<file path="config.mk">
export PLATFORM = sky130hd
export DESIGN_NAME = seq_divider_6by3
export DESIGN_NICKNAME = d
export VERILOG_FILES = /design/src/rtl/seq_divider_6by3.sv
export SDC_FILE = /design/constraint.sdc
export NUM_CORES = 1
export LEC_CHECK = 0
export CAP_MARGIN = 10
export CORE_MARGIN = 2
export CORE_UTILIZATION = 30
export DETAILED_ROUTE_END_ITERATION = 16
export PLACE_DENSITY = 0.45
export SLEW_MARGIN = 20
export SYNTH_ARGS = -nofsm -noshare
export SYNTH_HDL_FRONTEND = slang
export SYNTH_SLANG_ARGS = --single-unit
</file>
<file path="constraint.sdc">
create_clock -name clk -period 3.96 [get_ports clk]
set_input_delay 0.594 -clock clk [delete_from_list [all_inputs] [get_ports clk]]
set_output_delay 0.594 -clock clk [all_outputs]
set_load 0.005 [all_outputs]
</file>
<file path="src/rtl/seq_divider_6by3.sv">
// seq_divider_6by3: multi-cycle unsigned restoring divider.
// It retires one quotient bit per clock and uses a start/busy/done handshake.
//
// Ports:
//   clk          rising-edge clock
//   rst          asynchronous active-high reset
//   start        request, sampled only in IDLE
//   dividend     DIVIDEND_W-bit dividend, captured on an accepted start
//   divisor      DIVISOR_W-bit divisor, captured on an accepted start
//   quotient     registered quotient, held until the next result
//   remainder    registered remainder, held until the next result
//   busy         high while a division is in progress
//   done         one-cycle pulse; results are valid from this cycle on
//   div_by_zero  set with done when the captured divisor was 0
module seq_divider_6by3 #(
  parameter int unsigned DIVIDEND_W = 6,
  parameter int unsigned DIVISOR_W  = 3
) (
  input  logic                  clk,
  input  logic                  rst,
  input  logic                  start,
  input  logic [DIVIDEND_W-1:0] dividend,
  input  logic [DIVISOR_W-1:0]  divisor,
  output logic [DIVIDEND_W-1:0] quotient,
  output logic [DIVISOR_W-1:0]  remainder,
  output logic                  busy,
  output logic                  done,
  output logic                  div_by_zero
);

  localparam int unsigned RemW = DIVISOR_W + 1;
  localparam int unsigned CntW = $clog2(DIVIDEND_W + 1);

  typedef enum logic [1:0] {StIdle, StRun, StDone} state_e;

  state_e                state_q, state_d;
  logic [DIVIDEND_W-1:0] dvd_sr_q, dvd_sr_d;
  logic [DIVISOR_W-1:0]  dvs_q, dvs_d;
  logic [RemW-1:0]       rem_q, rem_d;
  logic [DIVIDEND_W-1:0] quo_q, quo_d;
  logic [CntW-1:0]       cnt_q, cnt_d;
  logic [DIVIDEND_W-1:0] quotient_q, quotient_d;
  logic [DIVISOR_W-1:0]  remainder_q, remainder_d;
  logic                  busy_q, busy_d;
  logic                  done_q, done_d;
  logic                  dbz_q, dbz_d;

  // One restoring step: bring in the next dividend bit and subtract when it fits.
  logic [RemW-1:0]       r_shift;
  logic [RemW-1:0]       r_step;
  logic                  q_bit;
  logic [DIVIDEND_W-1:0] q_step;

  always_comb begin
    r_shift = (rem_q << 1) | RemW'(dvd_sr_q[DIVIDEND_W-1]);
    q_bit   = (r_shift >= {1'b0, dvs_q});
    r_step  = q_bit ? (r_shift - {1'b0, dvs_q}) : r_shift;
    q_step  = (quo_q << 1) | DIVIDEND_W'(q_bit);
  end

  always_comb begin
    state_d     = state_q;
    dvd_sr_d    = dvd_sr_q;
    dvs_d       = dvs_q;
    rem_d       = rem_q;
    quo_d       = quo_q;
    cnt_d       = cnt_q;
    quotient_d  = quotient_q;
    remainder_d = remainder_q;
    busy_d      = busy_q;
    done_d      = 1'b0;
    dbz_d       = dbz_q;

    unique case (state_q)
      StIdle: begin
        if (start) begin
          if (divisor == '0) begin
            // Divide-by-zero bypasses RUN: saturated quotient, busy never rises.
            quotient_d  = '1;
            remainder_d = '0;
            dbz_d       = 1'b1;
            done_d      = 1'b1;
            state_d     = StDone;
          end else begin
            dvd_sr_d = dividend;
            dvs_d    = divisor;
            rem_d    = '0;
            quo_d    = '0;
            cnt_d    = CntW'(DIVIDEND_W);
            busy_d   = 1'b1;
            dbz_d    = 1'b0;
            state_d  = StRun;
          end
        end
      end
      StRun: begin
        dvd_sr_d = dvd_sr_q << 1;
        rem_d    = r_step;
        quo_d    = q_step;
        cnt_d    = cnt_q - CntW'(1);
        if (cnt_q == CntW'(1)) begin
          quotient_d  = q_step;
          remainder_d = r_step[DIVISOR_W-1:0];
          busy_d      = 1'b0;
          done_d      = 1'b1;
          state_d     = StDone;
        end
      end
      StDone: begin
        state_d = StIdle;
      end
      default: begin
        state_d = StIdle;
      end
    endcase
  end

  always_ff @(posedge clk or posedge rst) begin
    if (rst) begin
      state_q     <= StIdle;
      dvd_sr_q    <= '0;
      dvs_q       <= '0;
      rem_q       <= '0;
      quo_q       <= '0;
      cnt_q       <= '0;
      quotient_q  <= '0;
      remainder_q <= '0;
      busy_q      <= 1'b0;
      done_q      <= 1'b0;
      dbz_q       <= 1'b0;
    end else begin
      state_q     <= state_d;
      dvd_sr_q    <= dvd_sr_d;
      dvs_q       <= dvs_d;
      rem_q       <= rem_d;
      quo_q       <= quo_d;
      cnt_q       <= cnt_d;
      quotient_q  <= quotient_d;
      remainder_q <= remainder_d;
      busy_q      <= busy_d;
      done_q      <= done_d;
      dbz_q       <= dbz_d;
    end
  end

  // The final partial remainder is below the divisor, so its top bit must be clear.
  always_comb begin
    if (state_q == StRun && cnt_q == CntW'(1)) begin
      assert (r_step[DIVISOR_W] == 1'b0);
    end
  end

  assign quotient    = quotient_q;
  assign remainder   = remainder_q;
  assign busy        = busy_q;
  assign done        = done_q;
  assign div_by_zero = dbz_q;

endmodule
</file>
==> results of run 1 <==
-- worst min-delay path by stage --
stage / from / depth (start not counted) / endpoint / slack (ns)
6_report: div_by_zero / 1 / div_by_zero / 0.48
5_1_grt: div_by_zero / 1 / div_by_zero / 0.52
4_1_cts: div_by_zero / 1 / div_by_zero / 0.48
3_5_place_dp: div_by_zero / 1 / div_by_zero / 0.47
3_3_place_gp: div_by_zero / 1 / div_by_zero / 0.46
2_1_floorplan: rem_q[2] / 2 / rem_q[2] / 0.46
-- metal layers --
metal / part of all wire, % / track usage [%] / up-vias / routed length [µm]
li1: - / - / 576 / -
met1: 47 / 15.8 / 567 / 1580
met2: 47 / 18.9 / 23 / 1570
met3: 4.4 / 4.50 / 6 / 146
met4: 1.9 / 6.36 / 0 / 65
met5: 0 / 0 / - / 0
-- worst max-delay path: cells and delay by family --
family	cells	cell delay [ns]
buffers and inverters	1	0.44
AO/OA/AOI/OAI	3	1.19
-- through the flow --
stage	util, %	cell area (µm²)
floorplan	-	1580
global placement	36.4	1860
detailed placement	36.4	1860
CTS	38.2	1950
global route	38.2	1950
finish	38.2	1950
-- power groups by stage --
stage                     sequential [µW]  combinational [µW]  clock (µW)
after floorplan                       596                 497           0
after global placement                615                 703           0
after detailed placement              616                 731           0
after CTS                             612                 731         274
after global routing                  633                 809         288
final                                 612                 715         264
-- cells by family after synthesis --
family | count (synthesis) | share of synthesized area (%)
AO/OA/AOI/OAI | 41 | 18.5
adder cells (fa/ha/maj) | 6 | 5.23
multiplexers | 2 | 1.43
AND/OR/NAND/NOR | 53 | 15.9
flip-flops | 34 | 53.9
buffers and inverters | 16 | 4.99
-- final cells by class --
| class | instances | area (µm²) |
|---|---|---|
| clock inverter | 1 | 5.00 |
| clock buffer | 7 | 86.3 |
| fill | 514 | 3160 |
| sequential | 34 | 851 |
| inverter | 9 | 33.8 |
| timing repair buffer | 24 | 238 |
| multi-input combinational | 102 | 649 |
| tap | 70 | 87.6 |
-- registers in the layout, summed over array words and instances, names as in the netlist --
| name | count |
|---|---|
| dvs_q | 3 |
| busy | 1 |
| dvd_sr_q | 6 |
| quo_q | 5 |
| remainder | 3 |
| cnt_q | 3 |
| quotient | 6 |
| div_by_zero | 1 |
| rem_q | 3 |
| done | 1 |
| state_q | 2 |
-- cells in the mapped netlist, types with 5 or more instances --
master   instances
o21ai_0          6
o22ai_1          5
ha_1             5
a31oi_1          5
a21oi_1          6
dfrtp_1         34
inv_1            9
a22o_1           6
nor2_1          19
nand2_1         21
==> impl_metrics.tcl, run 1 <==
set metrics [dict create \
    io_buffers 23 \
    track_usage_pct 12.6 \
    finClkSkew_ns 0.00625 \
    overflow 0 \
    peakVddDrop_mv 0.242 \
    hold_class "reg -> reg" \
    slowest_delay_ns 0.67 \
    ctsHoldBuffers 0 \
    min_period_ns 2.11 \
    critPathKind "in -> reg" \
    layout_commonest_cell "dfrtp_1" \
    syn_to_final_growth_pct 23.5 \
    r2r_setup_slack_ns 1.94 \
    fin_tns_setup_ns 0 \
    yosys.area.top_type "dfrtp_1" \
    design.core.area_mm2 0.00511 \
    start_kind "input port" \
    cts_tree "built" \
    syn_area_mm2 0.00158 \
    worstPathRequired_ns 4.08 \
    p_seq_share_pct 38.4 \
    dieArea_mm2 0.00586 \
    p_comb_share_pct 45.0 \
    fin_hold_ws_ns 0.476 \
    final_cell_count_no_fill 247 \
    outcome "finished clean" \
    grt_first_pass_wirelength_um 5540 \
    die_width_um 76.6 \
    crit_chain "clkdlybuf4s50_1 > o31a_1 > o21bai_1 > a22oi_1" \
    cts_sinks 34 \
    worstSetupStartpoint "divisor[2]" \
    cts_buffer_depth 2 \
    synthCells 152 \
    io_pins 24 \
    diodes 0 \
    yosys-top-cells-area "dfrtp_1, nand2_1, nor2_1" \
    ys_ff_latch 34 \
    setup_slack_ns 1.85 \
    maxSlewHeadroom_pct 43.0 \
    drtAntennaViolNets 0 \
    final_cell_mix "dfrtp_1, clkdlybuf4s50_1, nand2_1" \
    grt_pass1_vias 1149 \
    p_switching_uw 600 \
    h-tree-depth 2 \
    row_count 26 \
    cts_resized 0 \
    drive_gt1_share_pct 10.2 \
    r2r_cells 7 \
    wl_per_cell_um 13.6 \
    finalSetupViolations 0 \
    cap_violations 0 \
    drtIter0Drc 38 \
    dp.cells 239 \
    cts_buffers 5 \
    grt_setup_unrepaired "no" \
    synth_cell_types 33 \
    synth_nets 170 \
    drtPass1Iterations 4 \
    via_per_inst 4.74 \
    yosys.area.top_type_share_pct 53.9 \
    clkLatencyLatePin_ns 0.29 \
    power_density_mw_per_mm2 816 \
    p_sw_share_pct 37.7 \
    cp-end-kind "flip-flop" \
    post-route-drc-count 0 \
    dieHeight_um 76.6 \
    cts-root-buf "clkbuf_8" \
    worstMarginPinSlew_ns 0.854 \
    power_leakage_uw 0.000873 \
    synthFlopType "dfrtp_1" \
    drv_slew 0 \
    yosysSeqAreaShare_pct 53.9 \
    cts_setup_buffers 0 \
    worstReg2RegStart "dvd_sr_q[5]" \
    crit_end "cnt_q[1]" \
    total_power_uw 1590 \
    synth_warnings 0 \
    grt_max_degree 35 \
    fmax_ghz 0.474 \
    fin_nets 194 \
    syn_avg_cell_area_um2 10.4 \
    gp_congestion 0.718 \
    power.internal_uw 991 \
    fin_crit_sh_pct 53.3 \
    antenna_found_initial 0 \
    r2r-end "remainder[1]" \
    finalHoldViolations 0 \
    pre_cts_ws_ns 1.57 \
    async_flop_share_pct 100 \
    start_util_pct 30.9 \
    cp_slowest_cell "o21bai_1" \
    synth_edf_count 0 \
    drt-total-wl_um 3360 \
    crit_fanout 11 \
    crit_arrival_ns 2.23 \
    clkTransAtPathRegs_ns 0.07 \
    routed-via-count 1172 \
    hpwl_um 2420 \
    clkPwrFrac_pct 16.6 \
]
No activity file was read; power rests on OpenSTA's default activity.
==> inputs of run 2 (changes only) <==
--- a/config.mk
+++ b/config.mk
@@ -9,7 +9,7 @@
 export CORE_MARGIN = 2
 export CORE_UTILIZATION = 30
 export DETAILED_ROUTE_END_ITERATION = 16
-export PLACE_DENSITY = 0.45
+export PLACE_DENSITY = 0.47
 export SLEW_MARGIN = 20
 export SYNTH_ARGS = -nofsm -noshare
 export SYNTH_HDL_FRONTEND = slang
==> constraint.sdc (replaced) <==
create_clock -name clk -period 1.86 [get_ports clk]
set_input_delay 0.279 -clock clk [delete_from_list [all_inputs] [get_ports clk]]
set_output_delay 0.279 -clock clk [all_outputs]
set_load 0.005 [all_outputs]
==> impl_metrics.tcl, run 2 (synthesis gave the netlist of run 1 again) <==
set metrics [dict create \
    grt_use_met3_pct 2.61 \
    maxSlewHeadroom_pct 70.7 \
    r2r_setup_slack_ns 0.08 \
    min_period_ns 1.78 \
    fmax_ghz 0.561 \
    diodes 0 \
    cts_sinks 34 \
    wl_per_cell_um 12.7 \
    drtAntennaViolNets 0 \
    ctsHoldBuffers 0 \
    syn_to_final_growth_pct 32.6 \
    power.internal_uw 2420 \
    hold_class "in -> async" \
    hpwl_um 2450 \
    total_power_uw 3760 \
    cts_buffers 5 \
    post-route-drc-count 0 \
    drive_gt1_share_pct 17.9 \
    outcome "finished clean" \
    dieArea_mm2 0.00586 \
    use_met1_pct 16.7 \
    crit_fanout 3 \
    overflow 0 \
    cap_violations 0 \
    drtIter0Drc 51 \
    utilization_pct 41.0 \
    worstPathRequired_ns 2.07 \
    fin_crit_sh_pct 95.8 \
    r2r-end "remainder[1]" \
    row_count 26 \
    h-tree-depth 2 \
    p_sw_share_pct 35.5 \
    die_width_um 76.6 \
    worstMarginPinSlew_ns 0.439 \
    finalInstanceArea_mm2 0.00209 \
    placed_cell_area_mm2 0.00196 \
    track_usage_pct 12.6 \
    slowest_delay_ns 0.39 \
    routed-via-count 1193 \
    p_seq_share_pct 34.4 \
    final_cell_mix "dfrtp_1, clkdlybuf4s50_1, nand2_1" \
    finalHoldViolations 0 \
    antenna_found_initial 0 \
    clkLatencyLatePin_ns 0.29 \
    design.core.area_mm2 0.00511 \
    critPathKind "reg -> reg" \
    crit_arrival_ns 1.99 \
    grt_max_degree 35 \
    gp_congestion 0.834 \
    io_pins 24 \
    via_per_inst 4.59 \
    finalSetupViolations 0 \
    io_buffers 23 \
    worstReg2RegStart "dvs_q[0]" \
    cts-root-buf "clkbuf_8" \
    drt-total-wl_um 3310 \
    grt_use_met2_pct 19.6 \
    dieHeight_um 76.6 \
    cts_buffer_depth 2 \
    power_density_mw_per_mm2 1790 \
    busiest_layer "met2" \
    p_switching_uw 1330 \
    power_leakage_uw 0.000957 \
    drv_slew 0 \
    start_kind "flip-flop" \
    fin_nets 207 \
    crit_chain "ha_1 > fa_2 > nand2b_4 > nand3b_1 > mux2_4 > o22ai_1" \
    grt_pass1_vias 1224 \
    clkPwrFrac_pct 17.0 \
    layout_commonest_cell "dfrtp_1" \
    start_util_pct 30.9 \
    cp_slowest_cell "dfrtp_1" \
    peakVddDrop_mv 0.469 \
    clkTransAtPathRegs_ns 0.07 \
    drtPass1Iterations 4 \
    grt_first_pass_wirelength_um 5800 \
    finClkSkew_ns 0.00378 \
    cp-end-kind "flip-flop" \
    cts_tree "built" \
    r2r_cells 6 \
    p_comb_share_pct 48.6 \
]
==> run 2: cell types whose count changed in the layout (fill, tap and decap cells not counted), sizes merged <==
cell	before	now
clkinv	1	0
clkbuf	7	8
buf	1	14
==> run 2: what timing repair did <==
item / 4_1_cts / 5_1_grt
gates resized for setup: 1 / 3
pin swaps: 0 / 0
setup endpoints to repair: 2 / 5
buffers inserted: 0 / 1
==> run 2: layout make-up <==
cell class	instances	area (µm²)
Timing Repair Buffer	37	348
Multi-Input combinational cell	102	663
Fill cell	516	3010
Tap cell	70	87.6
Inverter	9	33.8
Clock buffer	8	110
Sequential cell	34	851
==> run 2: metrics by stage <==
step / std cells / setup TNS (ns) / hold WS, ns / setup WS [ns]
3_5_place_dp: 251 / -0.0130 / 0.475 / -0.00790
6_report: 260 / 0 / 0.394 / 0.0790
2_1_floorplan: 152 / 0 / 0.384 / 0.0540
4_1_cts: 259 / 0 / 0.417 / 0.000776
3_3_place_gp: 251 / -0.00548 / 0.464 / -0.00298
5_1_grt: 260 / -0.0000677 / 0.469 / -0.0000677
==> run 2: worst max-delay path: cells and delay by family (launching register included) <==
| family | cells | cell delay (ns) |
|---|---|---|
| compound gates | 1 | 0.14 |
| fa+ha+maj | 2 | 0.55 |
| flops | 1 | 0.39 |
| mux | 1 | 0.33 |
| simple gates | 2 | 0.29 |
==> run 2: layer usage <==
metal | up-vias | part of all wire [%]
met3 | 4 | 3.3
met2 | 21 | 46
met1 | 567 | 49
li1 | 601 | -
met5 | - | 0
met4 | 0 | 0.91
==> run 2: worst max-delay path by stage <==
stage	slack, ns	from	endpoint
after floorplan	0.05	dvd_sr_q[5]	remainder[1]
after global placement	-0.003	dvs_q[0]	remainder[1]
after detailed placement	-0.008	dvs_q[0]	rem_q[1]
after CTS	0.0008	dvs_q[0]	rem_q[1]
after global routing	-0.00007	dvd_sr_q[5]	remainder[1]
final	0.08	dvs_q[0]	remainder[1]
==> run 2: power by group through the flow <==
stage                     registers (µW)  clock network, µW  logic (µW)
after CTS                           1300                658        1770
after global placement              1290                  0        1690
final                               1290                637        1830
after detailed placement            1310                  0        1730
after global routing                1350                681        2040
after floorplan                     1270                  0        1060
==> inputs of run 3 (changes only) <==
--- a/config.mk
+++ b/config.mk
@@ -5,6 +5,7 @@
 export SDC_FILE = /design/constraint.sdc
 export NUM_CORES = 1
 export LEC_CHECK = 0
+export ABC_CLOCK_PERIOD_IN_PS = 1860
 export CAP_MARGIN = 10
 export CORE_MARGIN = 2
 export CORE_UTILIZATION = 30
==> results of run 3 <==
Final layout, timing and power as in run 2 (identical DEF).
